### src/rtl/uart_pkg.sv
// Shared types and helpers for the UART receive path.
package uart_pkg;

  typedef enum logic [2:0] {IDLE, START, DATA, STOP, BREAK} rx_state_t;

  localparam logic UART_IDLE = 1'b1;

  // Width of a counter that counts 0..n-1; never narrower than one bit.
  function automatic int unsigned cnt_width(input int unsigned n);
    return (n <= 1) ? 1 : $clog2(n);
  endfunction

endpackage

### src/rtl/uart_rx_frame.sv
// 8N1-style frame recovery: rx synchronizer, bit-timing FSM and data shift register.
module uart_rx_frame
  import uart_pkg::*;
#(
  parameter int unsigned CLOCKS_PER_PULSE = 4,
  parameter int unsigned BITS_PER_WORD    = 8
) (
  input  logic                     clk,
  input  logic                     rst,
  input  logic                     rx,
  output logic [BITS_PER_WORD-1:0] word,
  output logic                     word_valid,
  output logic                     frame_err
);

  localparam int unsigned CNT_W = cnt_width(CLOCKS_PER_PULSE);
  localparam int unsigned BIT_W = cnt_width(BITS_PER_WORD);
  localparam logic [CNT_W-1:0] HALF_LAST = CNT_W'(CLOCKS_PER_PULSE / 2 - 1);
  localparam logic [CNT_W-1:0] FULL_LAST = CNT_W'(CLOCKS_PER_PULSE - 1);
  localparam logic [BIT_W-1:0] LAST_BIT  = BIT_W'(BITS_PER_WORD - 1);

  rx_state_t state, state_next;
  logic rx_meta, rx_s;
  logic [CNT_W-1:0] cnt;
  logic [BIT_W-1:0] bit_idx;
  logic [BITS_PER_WORD-1:0] shift;
  logic tick, half_tick;

  assign tick      = (cnt == FULL_LAST);
  assign half_tick = (cnt == HALF_LAST);
  assign word      = shift;

  always_ff @(posedge clk or posedge rst) begin
    if (rst) begin
      rx_meta <= UART_IDLE;
      rx_s    <= UART_IDLE;
      state   <= IDLE;
    end else begin
      rx_meta <= rx;
      rx_s    <= rx_meta;
      state   <= state_next;
    end
  end

  always_comb begin
    state_next = state;
    case (state)
      IDLE:    if (!rx_s) state_next = START;
      START:   if (half_tick) state_next = rx_s ? IDLE : DATA;
      DATA:    if (tick && bit_idx == LAST_BIT) state_next = STOP;
      STOP:    if (tick) state_next = rx_s ? IDLE : BREAK;
      BREAK:   if (rx_s) state_next = IDLE;
      default: state_next = IDLE;
    endcase
  end

  always_comb begin
    word_valid = 1'b0;
    frame_err  = 1'b0;
    if (state == STOP && tick) begin
      word_valid = rx_s;
      frame_err  = !rx_s;
    end
  end

  // Bit-clock counter restarts at each sampling point so DATA/STOP sample mid-bit.
  always_ff @(posedge clk or posedge rst) begin
    if (rst) begin
      cnt     <= '0;
      bit_idx <= '0;
      shift   <= '0;
    end else begin
      case (state)
        START:      cnt <= half_tick ? '0 : cnt + 1'b1;
        DATA, STOP: cnt <= tick ? '0 : cnt + 1'b1;
        default:    cnt <= '0;
      endcase
      if (state == DATA) begin
        if (tick) begin
          shift[bit_idx] <= rx_s;
          bit_idx        <= (bit_idx == LAST_BIT) ? '0 : bit_idx + 1'b1;
        end
      end else begin
        bit_idx <= '0;
      end
    end
  end

endmodule

### src/rtl/uart_rx_packer.sv
// Packs received UART frames into W_OUT-bit words on a valid/ready master port.
module uart_rx_packer
  import uart_pkg::*;
#(
  parameter int unsigned CLOCKS_PER_PULSE = 4,
  parameter int unsigned BITS_PER_WORD    = 8,
  parameter int unsigned W_OUT            = 576
) (
  input  logic             clk,
  input  logic             rst,
  input  logic             rx,
  output logic [W_OUT-1:0] m_data,
  output logic             m_valid,
  input  logic             m_ready,
  output logic             frame_err,
  output logic             overflow
);

  localparam int unsigned N_WORDS = W_OUT / BITS_PER_WORD;
  localparam int unsigned IW_W    = cnt_width(N_WORDS);
  localparam logic [IW_W-1:0] LAST_IW = IW_W'(N_WORDS - 1);

  logic [BITS_PER_WORD-1:0] word;
  logic word_valid;
  logic [W_OUT-1:0] asm_buf;
  logic [IW_W-1:0] iw;
  logic asm_full, load, drop, accept;

  uart_rx_frame #(
    .CLOCKS_PER_PULSE(CLOCKS_PER_PULSE),
    .BITS_PER_WORD   (BITS_PER_WORD)
  ) u_frame (
    .clk       (clk),
    .rst       (rst),
    .rx        (rx),
    .word      (word),
    .word_valid(word_valid),
    .frame_err (frame_err)
  );

  // A frame arriving while the full buffer is being moved out is kept, not dropped.
  assign load     = asm_full && (!m_valid || m_ready);
  assign drop     = word_valid && asm_full && !load;
  assign accept   = word_valid && !drop;
  assign overflow = drop;

  always_ff @(posedge clk or posedge rst) begin
    if (rst) begin
      asm_buf  <= '0;
      iw       <= '0;
      asm_full <= 1'b0;
    end else begin
      if (accept) begin
        asm_buf[iw*BITS_PER_WORD +: BITS_PER_WORD] <= word;
        iw <= (iw == LAST_IW) ? '0 : iw + 1'b1;
      end
      asm_full <= (asm_full && !load) || (accept && iw == LAST_IW);
    end
  end

  always_ff @(posedge clk or posedge rst) begin
    if (rst) begin
      m_data  <= '0;
      m_valid <= 1'b0;
    end else if (load) begin
      m_data  <= asm_buf;
      m_valid <= 1'b1;
    end else if (m_valid && m_ready) begin
      m_valid <= 1'b0;
    end
  end

endmodule

### config.mk
export PLATFORM = sky130hd
export DESIGN_NAME = uart_rx_packer
export DESIGN_NICKNAME = d
export VERILOG_FILES = /design/src/rtl/uart_pkg.sv /design/src/rtl/uart_rx_frame.sv /design/src/rtl/uart_rx_packer.sv
export SDC_FILE = /design/constraint.sdc
export NUM_CORES = 2
export LEC_CHECK = 0
export CELL_PAD_IN_SITES_DETAIL_PLACEMENT = 1
export CELL_PAD_IN_SITES_GLOBAL_PLACEMENT = 2
export CORE_MARGIN = 3
export CORE_UTILIZATION = 42
export DETAILED_ROUTE_END_ITERATION = 8
export PLACE_DENSITY_LB_ADDON = 0.08
export SYNTH_ARGS = -nofsm -noshare
export SYNTH_HDL_FRONTEND = slang
export SYNTH_SLANG_ARGS = --single-unit
### constraint.sdc
create_clock -name clk -period 65.4 [get_ports clk]
set_clock_uncertainty 0.2 [all_clocks]
set_input_delay 9.81 -clock clk [delete_from_list [all_inputs] [get_ports clk]]
set_output_delay 9.81 -clock clk [all_outputs]
set_load 0.03 [all_outputs]
==> flow_results.xml <==
<?xml version="1.0" encoding="UTF-8"?>
<metrics>
  <group name="status">
    <metric name="outcome" unit="">complete, no violations</metric>
  </group>
  <group name="sta">
    <metric name="period_share" unit="%">32.9</metric>
    <metric name="finalCriticalPeriod" unit="ns">21.52</metric>
    <metric name="final.setup.tns" unit="ns">0</metric>
    <metric name="grt_setup_unrepaired" unit="">false</metric>
    <metric name="worstMarginPinSlew" unit="ns">1.27</metric>
    <metric name="worst_hold_slack" unit="ns">0.149</metric>
    <metric name="timing.final.max_slew_violations" unit="">0</metric>
    <metric name="relSlewSlack" unit="%">14.7</metric>
    <metric name="timing.fmax" unit="MHz">46.5</metric>
    <metric name="finalHoldViolCount" unit="">0</metric>
    <metric name="finalSetupViolations" unit="">0</metric>
  </group>
  <group name="clock_network">
    <metric name="cts.reportedPaths.clkPinSlew" unit="ns">0.06</metric>
    <metric name="htree_levels" unit="">4</metric>
    <metric name="cts_root_buf" unit="">clkbuf_16</metric>
    <metric name="post_cts_hold_buffer_count" unit="">0</metric>
    <metric name="tritoncts.num_buffers" unit="">131</metric>
    <metric name="worst_skew_pair.late_latency" unit="ns">0.73</metric>
    <metric name="max-clock-path-buffers" unit="">3</metric>
    <metric name="tritoncts_clock_tree" unit="">built</metric>
    <metric name="clock_sink_count" unit="">1179</metric>
    <metric name="quantity_of_gates_resized_following_cts" unit="">0</metric>
    <metric name="count_of_buffers_added_by_post_cts_timing_repair_for_setup" unit="">0</metric>
  </group>
  <group name="yosys">
    <metric name="synth.top_cells.by_area" unit="">dfrtp_1 (64%), mux2_2 (22%), o21ai_0 (3.1%), mux2_1 (1.8%), clkbuf_1 (1.3%)</metric>
    <metric name="synth.cell_area" unit="mm²">0.0457</metric>
    <metric name="synth_enable_flop_cells" unit="">0</metric>
    <metric name="ys_types" unit="">74</metric>
    <metric name="postSynthRegisterBits" unit="">1179</metric>
    <metric name="synthesis.instances" unit="">3111</metric>
    <metric name="synthesis.yosys.warnings" unit="">0</metric>
    <metric name="synth_top_cell_by_area" unit="">dfrtp_1</metric>
    <metric name="synth_top_cell_area_share" unit="%">64.5</metric>
    <metric name="syn_area_per_cell" unit="µm²">14.7</metric>
    <metric name="synth_sequential_area_ratio" unit="%">64.6</metric>
    <metric name="ys.flop_type" unit="">dfrtp_1</metric>
    <metric name="postSynthNetCount" unit="">3123</metric>
    <metric name="synth-async-reset-ratio" unit="%">100</metric>
  </group>
  <group name="route">
    <metric name="post_drt_via_cell_ratio" unit="">5.46</metric>
    <metric name="drc_errors" unit="">0</metric>
    <metric name="num_vias" unit="">28284</metric>
    <metric name="detailedRoute.firstPassIterationCount" unit="">4</metric>
    <metric name="wire_per_inst" unit="µm">28.0</metric>
    <metric name="initial_drc_count" unit="">1473</metric>
    <metric name="antenna_violating_nets_post_route" unit="">0</metric>
    <metric name="postRouteWirelength" unit="mm">145</metric>
  </group>
  <group name="min_path">
    <metric name="holdCritPathClass" unit="">reg2reg</metric>
  </group>
  <group name="place">
    <metric name="io_buffer_count" unit="">582</metric>
    <metric name="postPlaceCellArea" unit="mm²">0.0529</metric>
    <metric name="gp_routability_congestion" unit="">0.861</metric>
    <metric name="place.detailed.hpwl" unit="mm">100</metric>
  </group>
  <group name="job">
    <metric name="cap_violations" unit="">0</metric>
  </group>
  <group name="critical_path">
    <metric name="cp-end-kind" unit="">output port</metric>
    <metric name="cp.required" unit="ns">55.39</metric>
    <metric name="setup.worst_path.start_class" unit="">input port</metric>
    <metric name="critical_path_class" unit="">in2out</metric>
    <metric name="cp_data_arrival_time" unit="ns">11.51</metric>
    <metric name="critPathMaxFanout" unit="">6</metric>
  </group>
  <group name="floorplan">
    <metric name="floorplan.die_area" unit="mm²">0.113</metric>
    <metric name="dieHeight" unit="µm">336</metric>
    <metric name="fp-row-count" unit="">120</metric>
    <metric name="num_io_pins" unit="">583</metric>
    <metric name="dieWidth" unit="µm">336</metric>
    <metric name="core-area" unit="mm²">0.108</metric>
    <metric name="floorplan.initialDensity" unit="%">42.5</metric>
  </group>
  <group name="layout">
    <metric name="area.sequential" unit="mm²">0.0295</metric>
    <metric name="design_area" unit="mm²">0.0572</metric>
    <metric name="share_of_post_route_cells_with_drive_strength_above_1" unit="%">32.1</metric>
    <metric name="multi_input_combinational_cell_area" unit="mm²">0.0154</metric>
    <metric name="nets" unit="">3691</metric>
    <metric name="areaGrowthSynthToFinish" unit="%">25.3</metric>
    <metric name="insertedDiodeCount" unit="">0</metric>
    <metric name="fin_util" unit="%">53.2</metric>
    <metric name="number_of_fill_cells" unit="">10205</metric>
  </group>
  <group name="pwr">
    <metric name="ir_drop" unit="V">0.0000194</metric>
    <metric name="p_leak" unit="nW">27.5</metric>
    <metric name="total_power_divided_by_cell_area" unit="mW/mm²">27.7</metric>
  </group>
  <group name="grt">
    <metric name="grt-ovfl-total" unit="">0</metric>
    <metric name="grt_pass1_wl" unit="mm">213</metric>
    <metric name="number_of_global_route_vias_before_repair" unit="">30970</metric>
    <metric name="grt_start_max_net_pins" unit="">175</metric>
    <metric name="number_of_antenna_violations_at_the_first_check_in_global_routing" unit="">6</metric>
    <metric name="grt_use_total" unit="%">25.7</metric>
  </group>
</metrics>
==> stage by stage <==
step | power (mW) | instances | setup slack, ns
6_report | 1.58 | 5178 | 43.88
5_1_grt | 1.64 | 5178 | 43.79
4_1_cts | 1.60 | 5178 | 43.87
3_5_place_dp | 0.865 | 4949 | 43.88
3_3_place_gp | 0.862 | 4949 | 43.94
2_1_floorplan | 0.823 | 3111 | 22.18
==> layout by cell type, fill, tap and decap left out, types with 16 or more instances in the layout <==
cell,count
dfrtp_1,1173
mux2_2,880
clkdlybuf4s50_1,582
o21ai_0,281
clkbuf_16,136
nand2_1,88
mux2_1,71
nor2_1,68
buf_4,47
clkbuf_1,37
clkbuf_8,33
o41ai_1,29
nand3_1,22
nor2_2,22
o21ai_1,20
inv_1,19
o31ai_1,18
mux2_4,16
==> layout make-up <==
cell class	count	share of cell area, %
clock buffer	206	6.99
clock inverter	23	0.507
inverter	20	0.144
multi-input combinational	1716	26.8
sequential	1179	51.6
tap	1403	3.07
timing repair buffer	631	10.9
==> registers in the layout, summed over array words and instances, names as in the netlist <==
| signal | cells |
|---|---|
| u_frame.word | 8 |
| u_frame.bit_idx | 3 |
| u_frame.rx_s | 1 |
| u_frame.state | 3 |
| iw | 7 |
| asm_buf | 576 |
| m_data | 576 |
| u_frame.rx_meta | 1 |
| asm_full | 1 |
| u_frame.cnt | 2 |
| m_valid | 1 |
==> Yosys cell counts (3+ instances only) <==
cell and instances:
a21oi_1 8, a31oi_1 3, and2_1 5, buf_1 9, buf_2 25, buf_6 4
clkbuf_1 157, dfrtp_1 1177, ha_1 8, inv_1 20, mux2_1 71, mux2_2 880
mux2_4 16, mux2i_1 10, nand2_1 90, nand2b_1 13, nand3_1 22, nand3b_1 4
nand4_1 8, nor2_1 68, nor2_2 22, nor2b_1 4, nor3_1 13, nor3_4 6
nor3b_1 4, nor4_1 9, o2111ai_1 4, o211ai_1 11, o21ai_0 282, o21ai_1 24
o21bai_1 3, o22ai_1 3, o31ai_1 18, o41ai_1 29, or2_0 4, or2_1 13
or2_2 7, or3_1 10, or4b_1 3, xnor2_1 3
==> critical path, stage by stage <==
cell             delay, ns
clkdlybuf4s50_1       0.44
nand3b_1              0.34
nor2_1                0.22
clkdlybuf4s50_1       0.70
==> cell families after synthesis <==
group                    count (synthesis)  synth area share [%]
buffers and inverters                  216                  1.92
XOR/XNOR                                 5                 0.112
adder cells (fa/ha/maj)                  8                 0.219
flip-flops                            1179                  64.6
multiplexers                           978                  24.2
AO/OA/AOI/OAI                          401                  5.05
AND/OR/NAND/NOR                        324                  3.85
==> where the power goes <==
part	switching [mW]	internal, mW	total (mW)
Combinational	0.0929	0.0207	0.114
Clock	0.290	0.441	0.732
Sequential	0.00678	0.732	0.739
==> final timing paths <==
| kind | start | endpoint | slack, ns | cells past startpoint |
|---|---|---|---|---|
| setup / recovery | m_ready | overflow | 43.88 | 4 |
| hold / removal | u_frame.rx_meta$_DFF_PP1_ | u_frame.rx_s$_DFF_PP1_ | 0.15 | 0 |
| setup reg to reg | iw[0]$_DFFE_PP0P_ | asm_buf[164]$_DFFE_PP0P_ | 59.01 | 13 |
| hold reg to reg | u_frame.rx_meta$_DFF_PP1_ | u_frame.rx_s$_DFF_PP1_ | 0.15 | 0 |
| max in group asynchronous | rst | m_data[235]$_DFFE_PP0P_ | 52.08 | 5 |
| min in group asynchronous | rst | m_data[4]$_DFFE_PP0P_ | 9.44 | 2 |
==> metal layers <==
layer | vias to the layer above | GRT usage (%) | part of all wire [%]
met1 | 15183 | 32.5 | 41
met5 | - | 0 | 0
met2 | 688 | 43.1 | 49
li1 | 12193 | - | -
met3 | 220 | 6.51 | 6.2
met4 | 0 | 9.07 | 3.5
Power figures use the tool's default switching activity.
